### config.mk
export PLATFORM = sky130hd
export DESIGN_NAME = task_slave_shell
export DESIGN_NICKNAME = d
export VERILOG_FILES = /design/src/rtl/task_slave_shell_pkg.sv /design/src/rtl/task_slave_shell_ram.sv /design/src/rtl/task_slave_shell.sv
export SDC_FILE = /design/constraint.sdc
export NUM_CORES = 1
export LEC_CHECK = 0
export BUFFER_PORTS_ARGS = -buffer_cell sky130_fd_sc_hd__buf_2
export CAP_MARGIN = 5
export CORE_UTILIZATION = 25
export CTS_BUF_LIST = sky130_fd_sc_hd__clkbuf_16
export CTS_CLUSTER_DIAMETER = 30
export CTS_CLUSTER_SIZE = 24
export DETAILED_ROUTE_END_ITERATION = 7
export PLACE_DENSITY = 0.47
export SLEW_MARGIN = 20
export SYNTH_ARGS = -nofsm -noshare
export SYNTH_HDL_FRONTEND = slang
export SYNTH_SLANG_ARGS = --single-unit
### constraint.sdc
create_clock -name i_clk -period 7.1 [get_ports i_clk]
set_input_delay 1.065 -clock i_clk [delete_from_list [all_inputs] [get_ports i_clk]]
set_output_delay 1.065 -clock i_clk [all_outputs]
set_load 0.1 [all_outputs]
### src/rtl/task_slave_shell_pkg.sv
// tasks_parameters: per-task buffer sizes and the task shell state encoding
package tasks_parameters;
   localparam int TV_IN_BYTES = 64;
   localparam int TV_OUT_NUM_TRANSACTIONS = 16;
   typedef enum logic [1:0] {RECV, RUN, FETCH, PRESENT} task_slave_state_e;
endpackage

### src/rtl/task_slave_shell_ram.sv
// task_slave_ram: simple dual-port RAM, registered read; read-during-write returns old data
module task_slave_ram #(
   parameter int WIDTH = 8,
   parameter int DEPTH = 64,
   parameter int AW = $clog2(DEPTH)
) (
   input  logic             clk,
   input  logic             rst,
   input  logic             wr_en,
   input  logic [AW-1:0]    wr_addr,
   input  logic [WIDTH-1:0] wr_data,
   input  logic             rd_en,
   input  logic [AW-1:0]    rd_addr,
   output logic [WIDTH-1:0] rd_data
);
   logic [WIDTH-1:0] mem [DEPTH];
   always_ff @(posedge clk)
      if (wr_en) mem[wr_addr] <= wr_data;
   always_ff @(posedge clk)
      if (rst) rd_data <= '0;
      else if (rd_en) rd_data <= mem[rd_addr];
endmodule

### src/rtl/task_slave_shell.sv
// task_slave_shell: buffers task input bytes, runs the core, streams answer words back.
// Define TASK_SLAVE_LOOPBACK_EN to pack input bytes into the answer words instead of using the core.
module task_slave_shell
   import tasks_parameters::*;
#(
   parameter int TASK_DIN_WIDTH = 8,
   parameter int TASK_DOUT_WIDTH = 32,
   parameter int IN_BYTES = TV_IN_BYTES,
   parameter int OUT_WORDS = TV_OUT_NUM_TRANSACTIONS
) (
   input  logic                           i_clk,
   input  logic                           i_rst,
   output logic                           task_data_request,
   input  logic                           task_data_valid,
   input  logic [TASK_DIN_WIDTH-1:0]      task_data,
   input  logic                           task_data_last,
   output logic                           task_answer_ready,
   output logic [TASK_DOUT_WIDTH-1:0]     task_answer_data,
   output logic                           task_answer_data_last,
   input  logic                           task_manager_ready,
   output logic                           core_start,
   input  logic                           core_done,
   output logic [$clog2(IN_BYTES+1)-1:0]  core_in_count,
   input  logic [$clog2(IN_BYTES)-1:0]    core_in_rd_addr,
   output logic [TASK_DIN_WIDTH-1:0]      core_in_rd_data,
   input  logic                           core_out_wr_en,
   input  logic [$clog2(OUT_WORDS)-1:0]   core_out_wr_addr,
   input  logic [TASK_DOUT_WIDTH-1:0]     core_out_wr_data,
   output logic                           err_overflow
);
   localparam int CW = $clog2(IN_BYTES+1);
   localparam int AW = $clog2(IN_BYTES);
   localparam int OW = $clog2(OUT_WORDS);
   task_slave_state_e state, state_nx;
   logic [CW-1:0] in_cnt;
   logic [OW-1:0] out_idx;
   logic take, exit_recv, present_last, run_done, start_en, pack_step, adv;
   logic ow_en;
   logic [OW-1:0] ow_addr;
   logic [TASK_DOUT_WIDTH-1:0] ow_data;
   assign take = state == RECV && task_data_valid && in_cnt < CW'(IN_BYTES);
   assign exit_recv = state == RECV && (in_cnt == CW'(IN_BYTES) ||
                      (task_data_valid && (task_data_last || in_cnt == CW'(IN_BYTES-1))));
   assign present_last = out_idx == OW'(OUT_WORDS-1);
   assign adv = (state == PRESENT && task_manager_ready) || pack_step;
   assign core_in_count = in_cnt;
`ifdef TASK_SLAVE_LOOPBACK_EN
   localparam int LW = $clog2(TASK_DOUT_WIDTH/TASK_DIN_WIDTH);
   logic [TASK_DOUT_WIDTH-1:0] acc, packed_word;
   logic [LW-1:0] lane;
   logic unused;
   assign unused = ^{core_done, core_out_wr_en, core_out_wr_addr, core_out_wr_data};
   assign lane = in_cnt[LW-1:0];
   // each stored byte rewrites its word with the lanes gathered so far; later lanes stay zero
   assign packed_word = (lane == '0 ? '0 : acc) | (TASK_DOUT_WIDTH'(task_data) << (TASK_DIN_WIDTH * lane));
   always_ff @(posedge i_clk)
      if (take) acc <= packed_word;
   assign ow_en = (take && (32'(in_cnt) >> LW) < OUT_WORDS) ||
                  (state == RUN && (32'(out_idx) << LW) >= 32'(in_cnt));
   assign ow_addr = state == RUN ? out_idx : OW'(in_cnt >> LW);
   assign ow_data = state == RUN ? '0 : packed_word;
   assign run_done = present_last;
   assign start_en = 1'b0;
   assign pack_step = state == RUN;
`else
   assign ow_en = core_out_wr_en;
   assign ow_addr = core_out_wr_addr;
   assign ow_data = core_out_wr_data;
   assign run_done = core_done;
   assign start_en = 1'b1;
   assign pack_step = 1'b0;
`endif
   task_slave_ram #(.WIDTH(TASK_DIN_WIDTH), .DEPTH(IN_BYTES), .AW(AW)) in_ram (
      .clk(i_clk), .rst(i_rst), .wr_en(take), .wr_addr(in_cnt[AW-1:0]), .wr_data(task_data),
      .rd_en(1'b1), .rd_addr(core_in_rd_addr), .rd_data(core_in_rd_data)
   );
   task_slave_ram #(.WIDTH(TASK_DOUT_WIDTH), .DEPTH(OUT_WORDS), .AW(OW)) out_ram (
      .clk(i_clk), .rst(i_rst), .wr_en(ow_en), .wr_addr(ow_addr), .wr_data(ow_data),
      .rd_en(state == FETCH), .rd_addr(out_idx), .rd_data(task_answer_data)
   );
   always_comb begin
      state_nx = state;
      case (state)
         RECV:    state_nx = exit_recv ? RUN : RECV;
         RUN:     state_nx = run_done ? FETCH : RUN;
         FETCH:   state_nx = PRESENT;
         PRESENT: state_nx = !task_manager_ready ? PRESENT : present_last ? RECV : FETCH;
         default: state_nx = RECV;
      endcase
   end
   always_ff @(posedge i_clk)
      if (i_rst) begin
         state <= RECV;
         in_cnt <= '0;
         out_idx <= '0;
         task_data_request <= 1'b0;
         task_answer_ready <= 1'b0;
         task_answer_data_last <= 1'b0;
         core_start <= 1'b0;
         err_overflow <= 1'b0;
      end else begin
         state <= state_nx;
         if (state == PRESENT && task_manager_ready && present_last) in_cnt <= '0;
         else if (take) in_cnt <= in_cnt + 1'b1;
         if (adv) out_idx <= present_last ? '0 : out_idx + 1'b1;
         task_data_request <= state == RECV && !exit_recv;
         task_answer_ready <= state_nx == PRESENT;
         task_answer_data_last <= state_nx == PRESENT && present_last;
         core_start <= start_en && exit_recv;
         err_overflow <= err_overflow | (task_data_valid && !take);
      end
endmodule

-- Word level (Yosys, flattened, before mapping)
Memory sizes are Yosys's and may differ from the RTL's. A register that Yosys moved wholly into a read port is not among the register bits.
Cells that the tools add are included.
- mux-type cells: 10
- add/sub/neg operators: 2
- equality and inequality tests: 7
- reductions and logical operators: 15
- bitwise logic cells: 1
- order comparisons: 1
- operator list (cell ; number):
    $logic_and A1 B1 Y1 ; 9
    $pmux W2 S4 ; 1
    $add A7 B1 Y7 const B ; 1
    $eq A7 B6 Y1 const B ; 1
    $eq A7 B7 Y1 const B ; 1
    $lt A7 B7 Y1 const B ; 1
    $eq A2 B2 Y1 const B ; 3
    $mux W2 ; 3
    $mux W1 ; 5
    $add A4 B1 Y4 const B ; 1
    $eq A4 B4 Y1 const B ; 1
    $mux W4 ; 1
    $eq A2 B1 Y1 const B ; 1
    $logic_not A1 Y1 ; 2
    $logic_not A2 Y1 ; 1
    $logic_or A1 B1 Y1 ; 2
    $reduce_or A2 Y1 ; 1
    $or A1 B1 Y1 ; 1
- output and inout port bits: 52
- memory bits (writable): 1024
- memories: 2
- register bits: 18
- memories (name ; depth ; bits a word ; rd ports ; clocked after Yosys merged registers in ; wr ports ; line ; RTL):
    in_ram.mem ; 64 ; 8 ; 1 ; 1 ; 1 ; task_slave_shell_ram.sv:16 ; logic [WIDTH-1:0] mem [DEPTH];
    out_ram.mem ; 16 ; 32 ; 1 ; 1 ; 1 ; task_slave_shell_ram.sv:16 ;

-- Logic depth before layout (Yosys ltp)
Gate-level depths: netlist of the first run.
- word-level depth: 9
- depth in mapped cells: 9
- mapped depth without buffers: 7

-- Hierarchy
From an unflattened synthesis of the first run, not the netlist that was laid out.
- cell total of the unflattened synthesis: 2347
- area total of the unflattened synthesis: 41937.7 um2
- by module, submodules not included (module ; times used ; seq. area each (um2) ; cells each ; area each (um2)):
    task_slave_ram at out_ram ; 1 ; 16015.4 ; 1216 ; 20948.8
    task_slave_ram at in_ram ; 1 ; 15534.9 ; 1039 ; 20188.1
    task_slave_shell ; 1 ; 360.3 ; 92 ; 800.8

-- Least setup slack after synthesis of the first run
No wires, ideal clock.
- path type: input -> register
- from: input port core_out_wr_addr[3]
- to: memory out_ram.mem[0][0] (netlist name) (enable)
- path buffers: 0
- setup slack: 2854 ps
- data arrival time: 3785 ps
- stages on the path: 2
- required time: 6639 ps
- cells stage by stage: or3b_2 nor3_1
- RTL lines (item ; line ; RTL):
    start, declared ; task_slave_shell.sv:27 ; input logic [$clog2(OUT_WORDS)-1:0] core_out_wr_addr,
    end, declared ; task_slave_shell_ram.sv:16 ;
No word-level cell before the write port.

-- Worst setup path after layout of the first run
- from: register state[1]
- to: memory in_ram.mem[188][1], in the netlist in_ram.mem[47][1] (enable)
- cells in the longest elaborated chain, start to end: 5
- RTL lines (item ; line ; RTL):
    start, declared ; task_slave_shell.sv:34 ; task_slave_state_e state, state_nx;
    start signal, assigned ; task_slave_shell.sv:102 ; state <= state_nx;
    $logic_not A2 Y1 ; task_slave_shell.sv:41 ; assign take = state == RECV && task_data_valid && in_cnt < CW'(IN_BYTES);
    $logic_and A1 B1 Y1 (2 in a row) ; task_slave_shell.sv:41 ;
    $mux W1 ; task_slave_shell_ram.sv:18 ; if (wr_en) mem[wr_addr] <= wr_data;
    $mux W1 (not written as such) ; task_slave_shell_ram.sv:18 ;
    end, declared ; task_slave_shell_ram.sv:16 ;
No other way between the ends.

==> run_results.csv, run 1 <==
group,metric,value,unit
yosys,synthCells,1892,
layout,finish.utilization,31.9,%
power_and_ir_drop,vdd_drop_max,255,uV
clock_tree,cts_buffers,210,
layout,drive_gt1_share,35.8,%
power_and_ir_drop,power.switching,3.88,mW
yosys,synth.most_common_cell,"edfxtp_1",
setup_path,path_class,"reg2reg",
layout,n_fill_cell,15700,
setup_path,worst_ep_arrival_time,3780,ps
sta,worstMarginPinSlew,1120,ps
sta,min_period,3360,ps
clock_tree,post_cts_buffers,0,
route,vias,20100,
yosys,async_flop_share,0,%
run,maxCapViolations,0,
yosys,synth_area_leader_cell,"edfxtp_1",
yosys,synth_seq_cells,1082,
yosys,ys_seq_area_share,77.4,%
placed_design,dp_hpwl,59500,um
sta,slew_viol_final,0,
yosys,synth_nets,1952,
route,drt_iter0_drc,1640,
power_and_ir_drop,p_seq_share,39.4,%
yosys,synth_cell_types,52,
global_routing,grtUsageTotal,12.8,%
route,drc_errors,0,
yosys,synth_area_leaders,"edfxtp_1 75%, mux4_2 16%, dfxtp_1 2.8%",
layout,final_area,0.0520,mm^2
placed_design,gp_congestion,0.774,
die,core_area,0.163,mm^2
yosys,synthTopCellsByCount,"1024 x edfxtp_1, 286 x mux4_2, 101 x nor2_1, 73 x nand2_1, 58 x dfxtp_1",
sta,worst_slew_margin_rel,25.4,%
die,die_w,408,um
route,firstDrtPassIters,5,
global_routing,grt_pass1_wl,155000,um
global_routing,antenna_found_initial,15,
placed_design,io_buffers,108,
setup_path,cp.required,7510,ps
yosys,syn_area,0.0412,mm^2
route,ant_nets,0,
die,rows,148,
sta,tns,0,ps
clock_tree,postCtsHoldBufs,0,
sta,fin_skew,20.6,ps
power_and_ir_drop,p_per_area,347,mW/mm^2
clock_tree,tritoncts,"done",
sta,fmaxAchievable,0.297,GHz
yosys,synth_edf_count,1024,
die,io_pins,109,
route,routedWlPerCell,23.6,um
route,wl,106000,um
yosys,yosysWarnings,0,
clock_tree,clockBufferDepth,3,
die,die_area,0.167,mm^2
sta,finalSetupViolCount,0,
power_and_ir_drop,sw_frac_of_total,21.5,%
power_and_ir_drop,clockPowerShare,57.4,%
die,initial_core_util,25.3,%
placed_design,placed_area,0.0444,mm^2
clock_tree,htreeDepth,4,
global_routing,grt_max_degree,72,
sta,fin_crit_sh,47.4,%
power_and_ir_drop,intPower,14.2,mW
global_routing,grt_overflow,0,
setup_path,cp-start-kind,"flip-flop",
sta,whs,444,ps
clock_tree,clkTransAtPathRegs,50,ps
sta,grt_setup_unrepaired,"false",
layout,area_delta_synth_final,26.1,%
sta,hold_viol,0,
power_and_ir_drop,p_comb_share,3.2,%
route,via_per_inst,4.44,
yosys,synth_top_cell_area_share,74.5,%
global_routing,grt_pass1_vias,21800,
clock_tree,clkSinkCount,1082,
setup_path,endpoint_kind,"flip-flop",
yosys,synth_top_flop_cell,"edfxtp_1",
yosys,syn_area_per_cell,21.8,um^2
clock_tree,clock_latency,790,ps
power_and_ir_drop,power_leakage,16.7,nW
die,die_y,408,um
clock_tree,cts_resized,0,
hold_path,hp-class,"reg2reg",
clock_tree,root_buffer,"clkbuf_16",
setup_path,cp_max_fo,11,
layout,final_nets,2214,
status,status,"finished clean",
state kept, by name, summed over array words and instances (netlist names), 2 cells and up:
register / cells
out_ram.mem: 512
in_ram.mem: 512
core_in_count: 7
state: 2
out_idx: 4
in_ram.rd_data: 8
out_ram.rd_data: 32
layer usage:
layer | global-route usage (%) | up-vias | wire, um
met5 | 0 | - | 92
met4 | 4.68 | 16 | 2810
met3 | 3.94 | 200 | 7420
met2 | 20.6 | 657 | 51500
met1 | 16.2 | 10700 | 44600
li1 | - | 8506 | -
power groups by stage:
stage               clock, mW  combinational (mW)  sequential, mW
floorplan                   0               0.239            7.32
global placement            0               0.578            7.23
detailed placement          0               0.589            7.23
CTS                      10.6               0.590            7.11
global route             10.9               0.613            7.11
finish                   10.4               0.578            7.11
kinds of logic after synthesis:
group,count (synthesis),share of synthesized area (%)
compound gates,104,1.56
xor+xnor,7,0.149
fa+ha+maj,3,0.0910
buf+inv,138,1.72
flops,1082,77.4
mux,327,16.6
simple gates,231,2.51
cell usage in the layout, fill, tap and decap left out, types with 5 or more instances in the layout:
cell	n
edfxtp_1	1024
mux4_2	286
clkbuf_16	216
buf_2	106
nor2_1	86
nand2_1	73
dfxtp_1	54
inv_1	52
mux2i_1	38
buf_4	38
o21ai_1	37
bufinv_16	37
clkinvlp_4	31
clkinv_2	28
inv_6	28
clkinv_4	21
a21oi_1	18
clkinv_1	14
nor2_4	12
nand3_1	11
o21ai_0	10
o221ai_1	10
nand3b_1	7
nand2b_1	7
o22ai_1	7
xor2_1	5
inv_8	5
worst max-delay path, cell delays in order (launching register included):
cell     delay, ps
dfxtp_1        430
nor4b_4        450
and2_0         340
nand3_1        790
nor2_1         980
worst paths after layout:
check	endpoint	startpoint	cells after the start	slack, ps
hold reg to reg	out_ram.rd_data[20]$_SDFFE_PP0P_	out_ram.rd_data[20]$_SDFFE_PP0P_	2	440
setup reg to reg	in_ram.mem[47][1]$_DFFE_PP_	state[1]$_SDFF_PP0_	4	3740
hold / removal	out_ram.rd_data[20]$_SDFFE_PP0P_	out_ram.rd_data[20]$_SDFFE_PP0P_	2	440
setup / recovery	in_ram.mem[47][1]$_DFFE_PP_	state[1]$_SDFF_PP0_	4	3740
area by class of cell:
class | instances | area (um^2) | area share, %
antenna | 4 | 10.0 | 0.0192
clock buffer | 216 | 5410 | 10.4
clock inverter | 183 | 2160 | 4.16
inverter | 40 | 150 | 0.289
multi-input combinational | 672 | 8760 | 16.8
sequential | 1082 | 31900 | 61.4
tap | 2175 | 2720 | 5.23
timing repair buffer | 148 | 886 | 1.70
stage by stage:
step | instances | setup WS, ps | power [mW]
final | 4520 | 3740 | 18.1
after global routing | 4518 | 3620 | 18.6
after CTS | 4515 | 3760 | 18.3
after detailed placement | 4116 | 3110 | 7.82
after global placement | 4116 | 3120 | 7.80
after floorplan | 1892 | 2850 | 7.56
Power figures use the tool's default switching activity.
==> run 2: changes to the inputs <==
==> constraint.sdc (replaced) <==
create_clock -name i_clk -period 3.3 [get_ports i_clk]
set_input_delay 0.495 -clock i_clk [delete_from_list [all_inputs] [get_ports i_clk]]
set_output_delay 0.495 -clock i_clk [all_outputs]
set_load 0.1 [all_outputs]
==> run_results.csv, run 2 (synthesis results as in run 1) <==
group,metric,value,unit
setup_path,endpoint_kind,"flip-flop",
clock_tree,htreeDepth,4,
route,drc_errors,0,
status,status,"finished clean",
setup_path,cp_num_buf_inv,0,
power_and_ir_drop,power_leakage,17.1,nW
die,die_area,0.167,mm^2
clock_tree,clkSinkCount,1082,
clock_tree,clock_latency,820,ps
sta,slew_viol_final,0,
power_and_ir_drop,vdd_drop_max,535,uV
layout,final_nets,2301,
die,core_area,0.163,mm^2
die,io_pins,109,
clock_tree,tritoncts,"done",
placed_design,placed_area,0.0454,mm^2
route,drt_iter0_drc,1658,
setup_path,slowest_delay,730,ps
layout,finish.utilization,32.3,%
route,firstDrtPassIters,5,
route,ant_nets,0,
route,via_per_inst,4.43,
sta,hold_viol,0,
layout,final_area,0.0527,mm^2
layout,largestRegisters,"in_ram.mem (512), out_ram.mem (512), out_ram.rd_data (32)",
placed_design,io_buffers,108,
global_routing,grt_max_degree,65,
global_routing,grt_pass1_vias,21600,
sta,finalSetupViolCount,0,
route,routedWlPerCell,23.3,um
setup_path,critical_path.top_delay_family,"simple AND/OR/NAND/NOR gates",
sta,fin_ws,540,ps
setup_path,worst_ep_arrival_time,3190,ps
run,maxCapViolations,0,
placed_design,gp_congestion,0.830,
sta,fmaxAchievable,0.362,GHz
global_routing,grtUsageTotal,12.9,%
route,wl,107000,um
clock_tree,root_buffer,"clkbuf_16",
clock_tree,cts_resized,0,
route,vias,20400,
power_and_ir_drop,p_per_area,717,mW/mm^2
die,die_y,408,um
sta,min_period,2760,ps
clock_tree,clkTransAtPathRegs,50,ps
power_and_ir_drop,report.power.total,37.8,mW
sta,grt_setup_unrepaired,"false",
global_routing,grt_overflow,0,
setup_path,crit_path_cell_trace,"nor4b_4 > and2_0 > nand2_1 > nor2_1",
sta,fin_skew,44.0,ps
placed_design,place_inst,4205,
sta,tns,0,ps
sta,fin_crit_sh,83.7,%
sta,worstMarginPinSlew,945,ps
die,die_w,408,um
clock_tree,clockBufferDepth,3,
setup_path,cp-start-kind,"flip-flop",
die,rows,148,
setup_path,cp.required,3730,ps
die,initial_core_util,25.3,%
setup_path,path_class,"reg2reg",
global_routing,grt_pass1_wl,155000,um
layout,layout_commonest_cell,"edfxtp_1",
setup_path,cpMaxStageDelayCell,"nor2_1",
layout,stdcell_count,4600,
clock_tree,cts_buffers,206,
setup_path,cp_max_fo,8,
global_routing,antenna_found_initial,13,
layout,drive_gt1_share,37.4,%
placed_design,dp_hpwl,63600,um
hold_path,hp-class,"in2reg",
clock_tree,post_cts_buffers,0,
layout,mostFrequentLayoutCells,"1024 x edfxtp_1, 286 x mux4_2, 209 x clkbuf_16",
sta,worst_slew_margin_rel,36.8,%
sta,whs,65.5,ps
layout,area_delta_synth_final,27.7,%
placed_design,place_ws,404,ps
-- run 2: cell types whose count changed in the layout (fill, tap and decap cells not counted), sizes merged --
cell	delta
buf	+88
bufinv	-9
clkbuf	-7
clkinv	+22
clkinvlp	-4
diode	-2
dlygate4sd3	+3
inv	-11
-- run 2: final timing paths --
check        slack (ps)  cells after the start                           end                     startpoint
max                 540                      4   in_ram.mem[21][2]$_DFFE_PP_  core_in_count[6]$_SDFFE_PP0P_
max reg2reg         540                      4   in_ram.mem[21][2]$_DFFE_PP_  core_in_count[6]$_SDFFE_PP0P_
min reg2reg         440                      2       err_overflow$_SDFF_PP0_        err_overflow$_SDFF_PP0_
min                  70                      1  out_ram.mem[9][11]$_DFFE_PP_           core_out_wr_data[11]
-- run 2: timing repair --
item	in CTS	in global routing
hold buffers	3	0
endpoints found under the hold margin	17	0
setup endpoints to repair	0	0
-- run 2: layer usage --
layer	vias up	share of wire (%)	GRT usage (%)
met2	677	49	21.0
met3	210	6.5	3.50
li1	8654	-	-
met4	16	2.7	4.68
met5	-	0.089	0
met1	10800	42	16.4
-- run 2: power by group --
group / switching (mW) / internal [mW]
clock: 7.32 / 13.8
combinational: 0.928 / 0.395
sequential: 0.0652 / 15.2
-- run 2: final cells by class --
class | instances | area [um^2]
multi-input combinational | 672 | 8770
sequential | 1082 | 31900
clock buffer | 209 | 5230
fill | 15600 | 111000
timing repair buffer | 239 | 1900
tap | 2175 | 2720
antenna | 2 | 5.00
inverter | 40 | 150
clock inverter | 181 | 1980
